**src/rtl/spi_flash_loader.sv**
```systemverilog
`default_nettype none
`timescale 1ns/1ps
// ============================================================================
//  Module      : spi_flash_loader
//  Description : Reads a block of bytes from a SPI NOR flash using either the
//                single-bit read (0x03) or dual-output read (0x3B) command and
//                hands them out through a one-entry valid/ready buffer.
//  Revision    : 1.0  initial release
// ============================================================================
module spi_flash_loader #(
  parameter int CLKDIV = 1,   // FCK half-period in C25M cycles (1..15)
  parameter int LEN_W  = 16,  // width of the byte-count input
  parameter int DUMMY  = 8    // dummy FCK clocks in dual mode
) (
  input  logic             C25M,
  input  logic             nRES,
  input  logic             Start,
  input  logic             Dual,
  input  logic [23:0]      BaseAddr,
  input  logic [LEN_W-1:0] Len,
  input  logic             Abort,
  output logic [7:0]       Dout,
  output logic             DoutValid,
  input  logic             DoutReady,
  output logic             Busy,
  output logic             Done,
  output logic             nFCS,
  output logic             FCK,
  output logic             MOSIout,
  output logic             MOSIOE,
  input  logic             MOSI,
  input  logic             MISO
);

  typedef enum logic [2:0] {
    S_IDLE  = 3'd0,
    S_CMD   = 3'd1,
    S_ADDR  = 3'd2,
    S_DUMMY = 3'd3,
    S_DATA  = 3'd4,
    S_STALL = 3'd5,
    S_FIN   = 3'd6
  } state_t;

  localparam logic [3:0] c_DIV_LAST   = 4'(CLKDIV - 1);
  localparam logic [7:0] c_DUMMY_LAST = 8'(DUMMY - 1);

  state_t           r_state, w_next;
  logic [3:0]       r_div;      // cycle counter within the current FCK phase
  logic             r_phase;    // 0 = low phase, 1 = high phase
  logic [7:0]       r_bitcnt;   // bit index within CMD/ADDR/DUMMY/byte
  logic [30:0]      r_shift;    // remaining command + address bits
  logic             r_mosi;
  logic             r_dual;
  logic [7:0]       r_rx;
  logic [7:0]       r_dout;
  logic             r_dval;
  logic             r_done;
  logic [LEN_W-1:0] r_remain;

  logic       w_shifting, w_last_cyc, w_bit_end, w_last_bit;
  logic       w_stall, w_accept, w_buf_free, w_abort;
  logic [7:0] w_rx_next, w_cmd;

  assign w_shifting = (r_state == S_CMD) || (r_state == S_ADDR) ||
                      (r_state == S_DUMMY) || (r_state == S_DATA);
  assign w_last_cyc = (r_div == c_DIV_LAST);
  assign w_bit_end  = w_shifting && r_phase && w_last_cyc;
  assign w_last_bit = (r_bitcnt == (r_dual ? 8'd3 : 8'd7));
  // Freeze FCK low just before the rising edge of a byte's final bit while the
  // previous byte still occupies the output buffer.
  assign w_stall    = (r_state == S_DATA) && !r_phase && w_last_cyc &&
                      w_last_bit && r_dval && !DoutReady;
  assign w_accept   = r_dval && DoutReady;
  assign w_buf_free = !r_dval || DoutReady;
  assign w_abort    = Abort && (r_state != S_IDLE);
  assign w_rx_next  = r_dual ? {r_rx[5:0], MISO, MOSI} : {r_rx[6:0], MISO};
  assign w_cmd      = Dual ? 8'h3B : 8'h03;

  assign Dout      = r_dout;
  assign DoutValid = r_dval;
  assign Busy      = (r_state != S_IDLE);
  assign Done      = r_done;
  assign nFCS      = !(w_shifting || (r_state == S_STALL));
  assign FCK       = r_phase;
  assign MOSIout   = r_mosi;
  assign MOSIOE    = (r_state == S_CMD) || (r_state == S_ADDR);

  // State register
  always_ff @(posedge C25M or negedge nRES) begin
    if (!nRES) r_state <= S_IDLE;
    else       r_state <= w_next;
  end

  // Next-state decode; Abort wins over everything outside IDLE
  always_comb begin
    w_next = r_state;
    if (w_abort) begin
      w_next = S_IDLE;
    end else begin
      case (r_state)
        S_IDLE:  if (Start && (Len != '0)) w_next = S_CMD;
        S_CMD:   if (w_bit_end && (r_bitcnt == 8'd7)) w_next = S_ADDR;
        S_ADDR:  if (w_bit_end && (r_bitcnt == 8'd23))
                   w_next = (r_dual && (DUMMY != 0)) ? S_DUMMY : S_DATA;
        S_DUMMY: if (w_bit_end && (r_bitcnt == c_DUMMY_LAST)) w_next = S_DATA;
        S_DATA:  begin
          if (w_stall) w_next = S_STALL;
          else if (w_bit_end && w_last_bit && (r_remain == LEN_W'(1))) w_next = S_FIN;
        end
        S_STALL: if (w_buf_free) w_next = S_DATA;
        S_FIN:   if (w_buf_free) w_next = S_IDLE;
        default: w_next = S_IDLE;
      endcase
    end
  end

  // Bit timing, shifters, byte counter and output buffer
  always_ff @(posedge C25M or negedge nRES) begin
    if (!nRES) begin
      r_div    <= '0;
      r_phase  <= 1'b0;
      r_bitcnt <= '0;
      r_shift  <= '0;
      r_mosi   <= 1'b0;
      r_dual   <= 1'b0;
      r_rx     <= '0;
      r_dout   <= '0;
      r_dval   <= 1'b0;
      r_done   <= 1'b0;
      r_remain <= '0;
    end else begin
      r_done <= 1'b0;
      if (w_accept) r_dval <= 1'b0;
      if (w_abort) begin
        r_div    <= '0;
        r_phase  <= 1'b0;
        r_bitcnt <= '0;
        r_mosi   <= 1'b0;
        r_dval   <= 1'b0;
      end else begin
        case (r_state)
          S_IDLE: begin
            r_div    <= '0;
            r_phase  <= 1'b0;
            r_bitcnt <= '0;
            if (Start) begin
              if (Len == '0) begin
                r_done <= 1'b1;
              end else begin
                r_shift  <= {w_cmd[6:0], BaseAddr};
                r_mosi   <= w_cmd[7];
                r_remain <= Len;
                r_dual   <= Dual;
              end
            end
          end
          S_CMD, S_ADDR, S_DUMMY, S_DATA: begin
            if (!w_last_cyc) begin
              r_div <= r_div + 4'd1;
            end else begin
              r_div <= '0;
              if (!r_phase) begin
                r_phase <= !w_stall;
              end else begin
                r_phase <= 1'b0;
                case (r_state)
                  S_CMD: begin
                    r_shift  <= {r_shift[29:0], 1'b0};
                    r_mosi   <= r_shift[30];
                    r_bitcnt <= (r_bitcnt == 8'd7) ? 8'd0 : r_bitcnt + 8'd1;
                  end
                  S_ADDR: begin
                    r_shift <= {r_shift[29:0], 1'b0};
                    if (r_bitcnt == 8'd23) begin
                      r_mosi   <= 1'b0;
                      r_bitcnt <= '0;
                    end else begin
                      r_mosi   <= r_shift[30];
                      r_bitcnt <= r_bitcnt + 8'd1;
                    end
                  end
                  S_DUMMY: r_bitcnt <= (r_bitcnt == c_DUMMY_LAST) ? 8'd0 : r_bitcnt + 8'd1;
                  default: begin
                    if (w_last_bit) begin
                      r_dout   <= w_rx_next;
                      r_dval   <= 1'b1;
                      r_remain <= r_remain - LEN_W'(1);
                      r_bitcnt <= '0;
                    end else begin
                      r_rx     <= w_rx_next;
                      r_bitcnt <= r_bitcnt + 8'd1;
                    end
                  end
                endcase
              end
            end
          end
          S_STALL: begin
            // Resume directly into the high phase of the held bit
            r_div <= '0;
            if (w_buf_free) r_phase <= 1'b1;
          end
          S_FIN: begin
            if (w_buf_free) r_done <= 1'b1;
          end
          default: begin
            r_phase <= 1'b0;
          end
        endcase
      end
    end
  end

endmodule
`default_nettype wire

```
**config.mk**
```make
export PLATFORM = sky130hd
export DESIGN_NAME = spi_flash_loader
export DESIGN_NICKNAME = d
export VERILOG_FILES = /design/src/rtl/spi_flash_loader.sv
export SDC_FILE = /design/constraint.sdc
export NUM_CORES = 1
export LEC_CHECK = 0
export CORE_MARGIN = 3
export CORE_UTILIZATION = 45
export CTS_CLUSTER_DIAMETER = 150
export DETAILED_ROUTE_END_ITERATION = 12
export PLACE_DENSITY = 0.71
export SETUP_SLACK_MARGIN = 0.15
export SYNTH_ARGS = -nofsm -noshare
export SYNTH_HDL_FRONTEND = slang
export SYNTH_SLANG_ARGS = --single-unit
```
**constraint.sdc**
```tcl
create_clock -name C25M -period 2.5 [get_ports C25M]
set_input_delay 0.5 -clock C25M [delete_from_list [all_inputs] [get_ports C25M]]
set_output_delay 0.5 -clock C25M [all_outputs]
set_load 0.03 [all_outputs]
```
Yosys cells after proc, flatten, opt, wreduce, memory -nomap -nowiden
Cells that the tools add are included.
{"block": "word_totals", "mem_bits_ro": 0, "latch_bits": 0, "reg_bits": 82, "ram_bits": 0, "n_memories": 0}
{"block": "classes", "n_addsub": 3, "n_lt_le_gt_ge": 0, "eq_ne": 30, "n_mux": 63, "n_reduce_logical": 46, "bitwise": 4, "shift": 0, "div_mod_pow": 0, "multipliers": 0}
{"cell": "31-bit two-way mux", "count": 5}
{"cell": "16-bit two-way mux", "count": 6}
{"cell": "31-bit one-hot mux with 2 select lines", "count": 1}
{"cell": "8-bit two-way mux", "count": 7}
{"cell": "3-bit two-way mux", "count": 11}
{"cell": "16-bit one-hot mux with 2 select lines", "count": 1}
{"cell": "8-bit one-hot mux with 2 select lines", "count": 2}
{"cell": "1-bit two-way mux", "count": 21}
{"cell": "3-bit != test, second input constant", "count": 7}
{"cell": "3-bit one-hot mux with 7 select lines", "count": 1}
{"cell": "6-bit AND reduction", "count": 3}
{"cell": "16-bit by 1-bit equality test with 1-bit output, second input constant", "count": 1}
{"cell": "16-bit zero test", "count": 1}
{"cell": "2-bit != test, second input constant", "count": 8}
{"cell": "16-bit nonzero test", "count": 1}
{"cell": "16-bit by 1-bit subtractor with 16-bit output, second input constant", "count": 1}
{"cell": "1-bit logical AND", "count": 14}
{"cell": "7-bit AND reduction", "count": 2}
{"cell": "3-bit equality test, second input constant", "count": 3}
{"cell": "3-bit by 2-bit != test with 1-bit output, second input constant", "count": 3}
{"cell": "3-bit nonzero test", "count": 3}
{"cell": "8-bit by 1-bit adder with 8-bit output, second input constant", "count": 1}
{"cell": "8-bit by 3-bit equality test with 1-bit output", "count": 1}
{"cell": "8-bit by 3-bit equality test with 1-bit output, second input constant", "count": 1}
{"cell": "23 further kinds", "count": 41}

Depth between registers and ports, before layout
{"block": "logic_depth", "depth_word": 12, "depth_mapped": 10, "depth_no_buf": 8}

Worst setup path after synthesis
OpenSTA, ideal clock, no wires.
{"block": "synth_path", "path_type": "register -> register", "from": "reg r_bitcnt[0]", "to": "reg r_state[0]", "required_time_ns": 2.375, "stages_incl_launch_ff": 8, "setup_slack_ns": -0.180, "setup_time_ns": 0.125, "n_path_buf": 0, "arrival_time_ns": 2.556, "cell_sequence": "dfrtp_1 -> ha_1 -> or4b_4 -> or4_4 -> nor4_1 -> o31ai_1 -> nor3b_2 -> mux2_2"}
{"block": "synth_via", "elab_chain_cells": 7}
{"item": "from (decl)", "line": "51", "rtl": "logic [7:0] r_bitcnt;"}
{"item": "from (signal assigned)", "line": "171", "rtl": "r_bitcnt <= (r_bitcnt == 8'd7) ? 8'd0 : r_bitcnt + 8'd1;"}
{"item": "from (signal assigned)", "line": "180", "rtl": "r_bitcnt <= r_bitcnt + 8'd1;"}
{"item": "from (signal assigned)", "line": "183", "rtl": "S_DUMMY: r_bitcnt <= (r_bitcnt == c_DUMMY_LAST) ? 8'd0 : r_bitcnt + 8'd1;"}
{"item": "8-bit by 3-bit equality test with 1-bit output", "line": "69", "rtl": "assign w_last_bit = (r_bitcnt == (r_dual ? 8'd3 : 8'd7));"}
{"item": "1-bit logical AND", "line": "72", "rtl": "assign w_stall = (r_state == S_DATA) && !r_phase && w_last_cyc &&"}
{"item": "1-bit logical AND (2 in a row)", "line": "73", "rtl": "w_last_bit && r_dval && !DoutReady;"}
{"item": "3-bit two-way mux", "line": "108", "rtl": "if (w_stall) w_next = S_STALL;"}
{"item": "3-bit one-hot mux with 7 select lines", "line": "101", "rtl": "case (r_state)"}
{"item": "3-bit two-way mux", "line": "98", "rtl": "if (w_abort) begin"}
{"item": "to (signal assigned)", "line": "92", "rtl": "else r_state <= w_next;"}
{"item": "to (decl)", "line": "48", "rtl": "state_t r_state, w_next;"}
Parallel ways exist; a longest one is shown, timed or not.
A chain may end at the register's enable or synchronous reset.

Worst setup path after layout
Same ends and word-level chain as after synthesis.

==> results.yml <==
logic_synthesis:
  synth_cells: 515
  ys.warnings.count: 0
  async_flop_share_pct: 100
  netlist.area_leader.share_pct: 46.9
  ys.flop_type: "dfrtp_1"
  syn_nets: 568
  syn_area_um2: 4380
  synth.area.top_cells: "dfrtp_1 47%, nor2_1 7.0%, a21oi_1 5.8%"
  synth_seq_cells: 82
  avgSynthCellArea_um2: 8.50
  ys_seq_area_share_pct: 46.9
  synth_edf_count: 0
  synth_area_leader_cell: "dfrtp_1"
  ys_types: 55
finish:
  design_area_um2: 5850
  fin_nets: 676
  diodes: 0
  syn_to_final_growth_pct: 33.7
  drive_above_1_share_pct: 18.9
  nFillCells: 822
  postLayoutCoreUtil_pct: 62.7
setup_path:
  critPathRequiredTime_ns: 2.75
  path_class: "reg -> reg"
  cp.arrival_ns: 2.82
  critPathCaptureType: "flip-flop"
  cp_cell_sequence: "ha_2, or4b_4, or4_4, nor3b_4, o31ai_2, nor3b_2, mux2_2"
  critical-path-top-delay-family: "simple AND/OR/NAND/NOR gates"
  ff2ff_setup_slack_ns: -0.07
  crit-reg2reg-launch: "r_bitcnt[0]"
  start_kind: "flip-flop"
  slowest_delay_ns: 0.51
  crit_buf_inv: 0
  cp_slowest_cell: "or4_4"
  critical_path.max_fanout: 4
  r2r_end: "r_state[0]"
  reg2reg_depth: 7
timing:
  holdWs_ns: 0.0689
  worstMarginPinSlew_ns: 0.726
  fin_crit_sh_pct: 103
  worst_slack_ns: -0.0663
  maxSlewHeadroom_pct: 51.3
  rsz0062_at_grt: "yes"
  finalSetupViolCount: 2
  finalHoldViolations: 0
  max_freq_mhz: 390
  slew_violations: 0
  finalClockSkew_ns: 0.0120
  min_period_ns: 2.57
run:
  drv_cap: 0
detailed_routing:
  dr.pass1.iters: 4
  routed_wl_mm: 11.0
  viasPerCell: 5.45
  wl_per_cell_um: 14.5
  drtIter0Drc: 221
  num_vias: 4128
  route.detailed.drc: 0
  ant_nets: 0
floorplanning:
  die_area_um2: 10900
  placement_rows: 35
  coreArea_um2: 9330
  die_h_um: 105
  num_io_pins: 63
  initial_core_util_pct: 46.9
  die_w_um: 105
cts:
  clock_latency_ns: 0.37
  cts.clk_slew.worst_paths_ns: 0.09
  root_buffer: "clkbuf_8"
  hold_buffers: 0
  cts_buffers: 9
  clock_sinks: 82
  htree_levels: 3
  cts_tree: "yes"
  cts_buffer_depth: 2
status:
  status: "finished, violations left"
  violations: "negative setup slack"
grt:
  grt_antenna_before_repair: 0
  first_global_vias: 4036
  grt_pass1_wl_mm: 18.6
  grt_max_degree: 49
  overflow: 0
  grtUsageTotal_pct: 20.5
power:
  ir_drop_mv: 0.556
  cellPowerDensity_nw_per_um2: 1120
  p_leak_nw: 2.53
place:
  gp_congestion: 0.878
  numPortBuffers: 62
  hpwl_mm: 7.58
  placed_cell_area_um2: 5480
min_path:
  hold_class: "in -> async"
-- kinds of logic (layout without fill, tap and decap cells) --
| group | count (synthesis) | after routing | share of synthesized area, % |
|---|---|---|---|
| buf+inv | 49 | 161 | 4.23 |
| fa+ha+maj | 5 | 5 | 1.43 |
| simple gates | 218 | 219 | 23.9 |
| mux | 13 | 13 | 3.09 |
| compound gates | 139 | 139 | 18.6 |
| xor+xnor | 9 | 9 | 1.80 |
| flops | 82 | 82 | 46.9 |
-- power by group --
group          internal, mW  leakage, nW  total, mW  switching (mW)
Clock                 0.378       0.0925      0.928           0.550
Combinational          1.44         1.42       3.47            2.03
Sequential             1.81         1.02       2.15           0.338
-- area by class of cell --
type,instances,area (um2),share of cell area (%)
sequential,82,2050,35.1
timing repair buffer,130,1140,19.5
tap,129,161,2.76
clock inverter,7,58.8,1.00
clock buffer,9,124,2.12
multi-input combinational,385,2260,38.6
inverter,15,56.3,0.962
-- per-layer routing --
layer	GRT usage, %	wire length [um]	vias up
li1	-	-	2035
met1	27.0	4930	1989
met2	34.9	5500	90
met3	2.90	359	14
met4	7.03	176	0
met5	0	0	-
-- state kept, by name (all words and copies together) (netlist names), 3 cells and up --
name and count:
r_shift 31, r_remain 16, Dout 8, r_bitcnt 8
r_rx 7, r_div 4, r_state 3
-- per-stage QoR --
| stage | total power [mW] | setup TNS (ns) | cells | setup WS [ns] |
|---|---|---|---|---|
| 3_5_place_dp | 5.42 | -4.14 | 727 | -0.210 |
| 4_1_cts | 6.41 | -0.102 | 749 | -0.0535 |
| 5_1_grt | 7.10 | -0.290 | 757 | -0.143 |
| 3_3_place_gp | 5.28 | -1.92 | 727 | -0.117 |
| 2_1_floorplan | 4.40 | -0.159 | 515 | -0.0796 |
| 6_report | 6.55 | -0.129 | 757 | -0.0663 |
-- cells in the final DEF, fill, tap and decap left out, types with 3 or more instances in the layout --
master            n
nor4_1            6
nor2_1           80
nand2b_1          4
nand2_1          61
ha_1              4
nor3b_1           5
inv_6             3
xnor2_1           7
o21ai_0          33
a31oi_1          25
nor2b_1           3
mux2i_1           9
o22ai_1           4
buf_4            66
dfrtp_1          82
mux2_2            4
nand3_1          12
nand4_1           3
nor3_1           11
clkbuf_8          9
a21o_1            3
clkdlybuf4s50_1  58
or3_1             5
inv_1            15
buf_6             3
a22oi_1           4
a21oi_1          50
-- timing repair --
action	4_1_cts	5_1_grt
gates resized for setup	9	11
pin swaps	3	2
setup buffers	5	8
endpoints found under the setup margin	50	50
hold endpoints to repair	0	0
cloned	1	0
-- worst max path at each step --
| stage | depth (start not counted) | slack, ns | endpoint | startpoint |
|---|---|---|---|---|
| 3_3_place_gp | 8 | -0.12 | r_shift[8] | Len[6] |
| 4_1_cts | 7 | -0.05 | r_state[0] | r_bitcnt[1] |
| 6_report | 7 | -0.07 | r_state[0] | r_bitcnt[0] |
| 5_1_grt | 7 | -0.14 | r_state[0] | r_bitcnt[0] |
| 2_1_floorplan | 7 | -0.08 | r_state[0] | r_bitcnt[0] |
| 3_5_place_dp | 8 | -0.21 | r_shift[7] | Len[7] |
-- cells in the mapped netlist (all sizes together) (2+ instances only) --
cell / count
clkbuf: 32
nor3: 14
a31oi: 25
o21a: 2
nor4: 10
or4b: 3
nand2: 62
mux2: 4
a21oi: 51
a32oi: 3
nand3: 12
xnor2: 7
or3: 5
or2: 2
nand4b: 2
mux2i: 9
a21o: 3
and3: 2
nor2b: 3
nor2: 82
or4: 2
buf: 2
a22oi: 4
o21ai: 33
nand2b: 4
o2bb2ai: 2
inv: 15
xor2: 2
ha: 5
nor3b: 7
or3b: 2
o22ai: 4
a2111oi: 2
dfrtp: 82
nand4: 3
(Power assumes the default switching activity.)
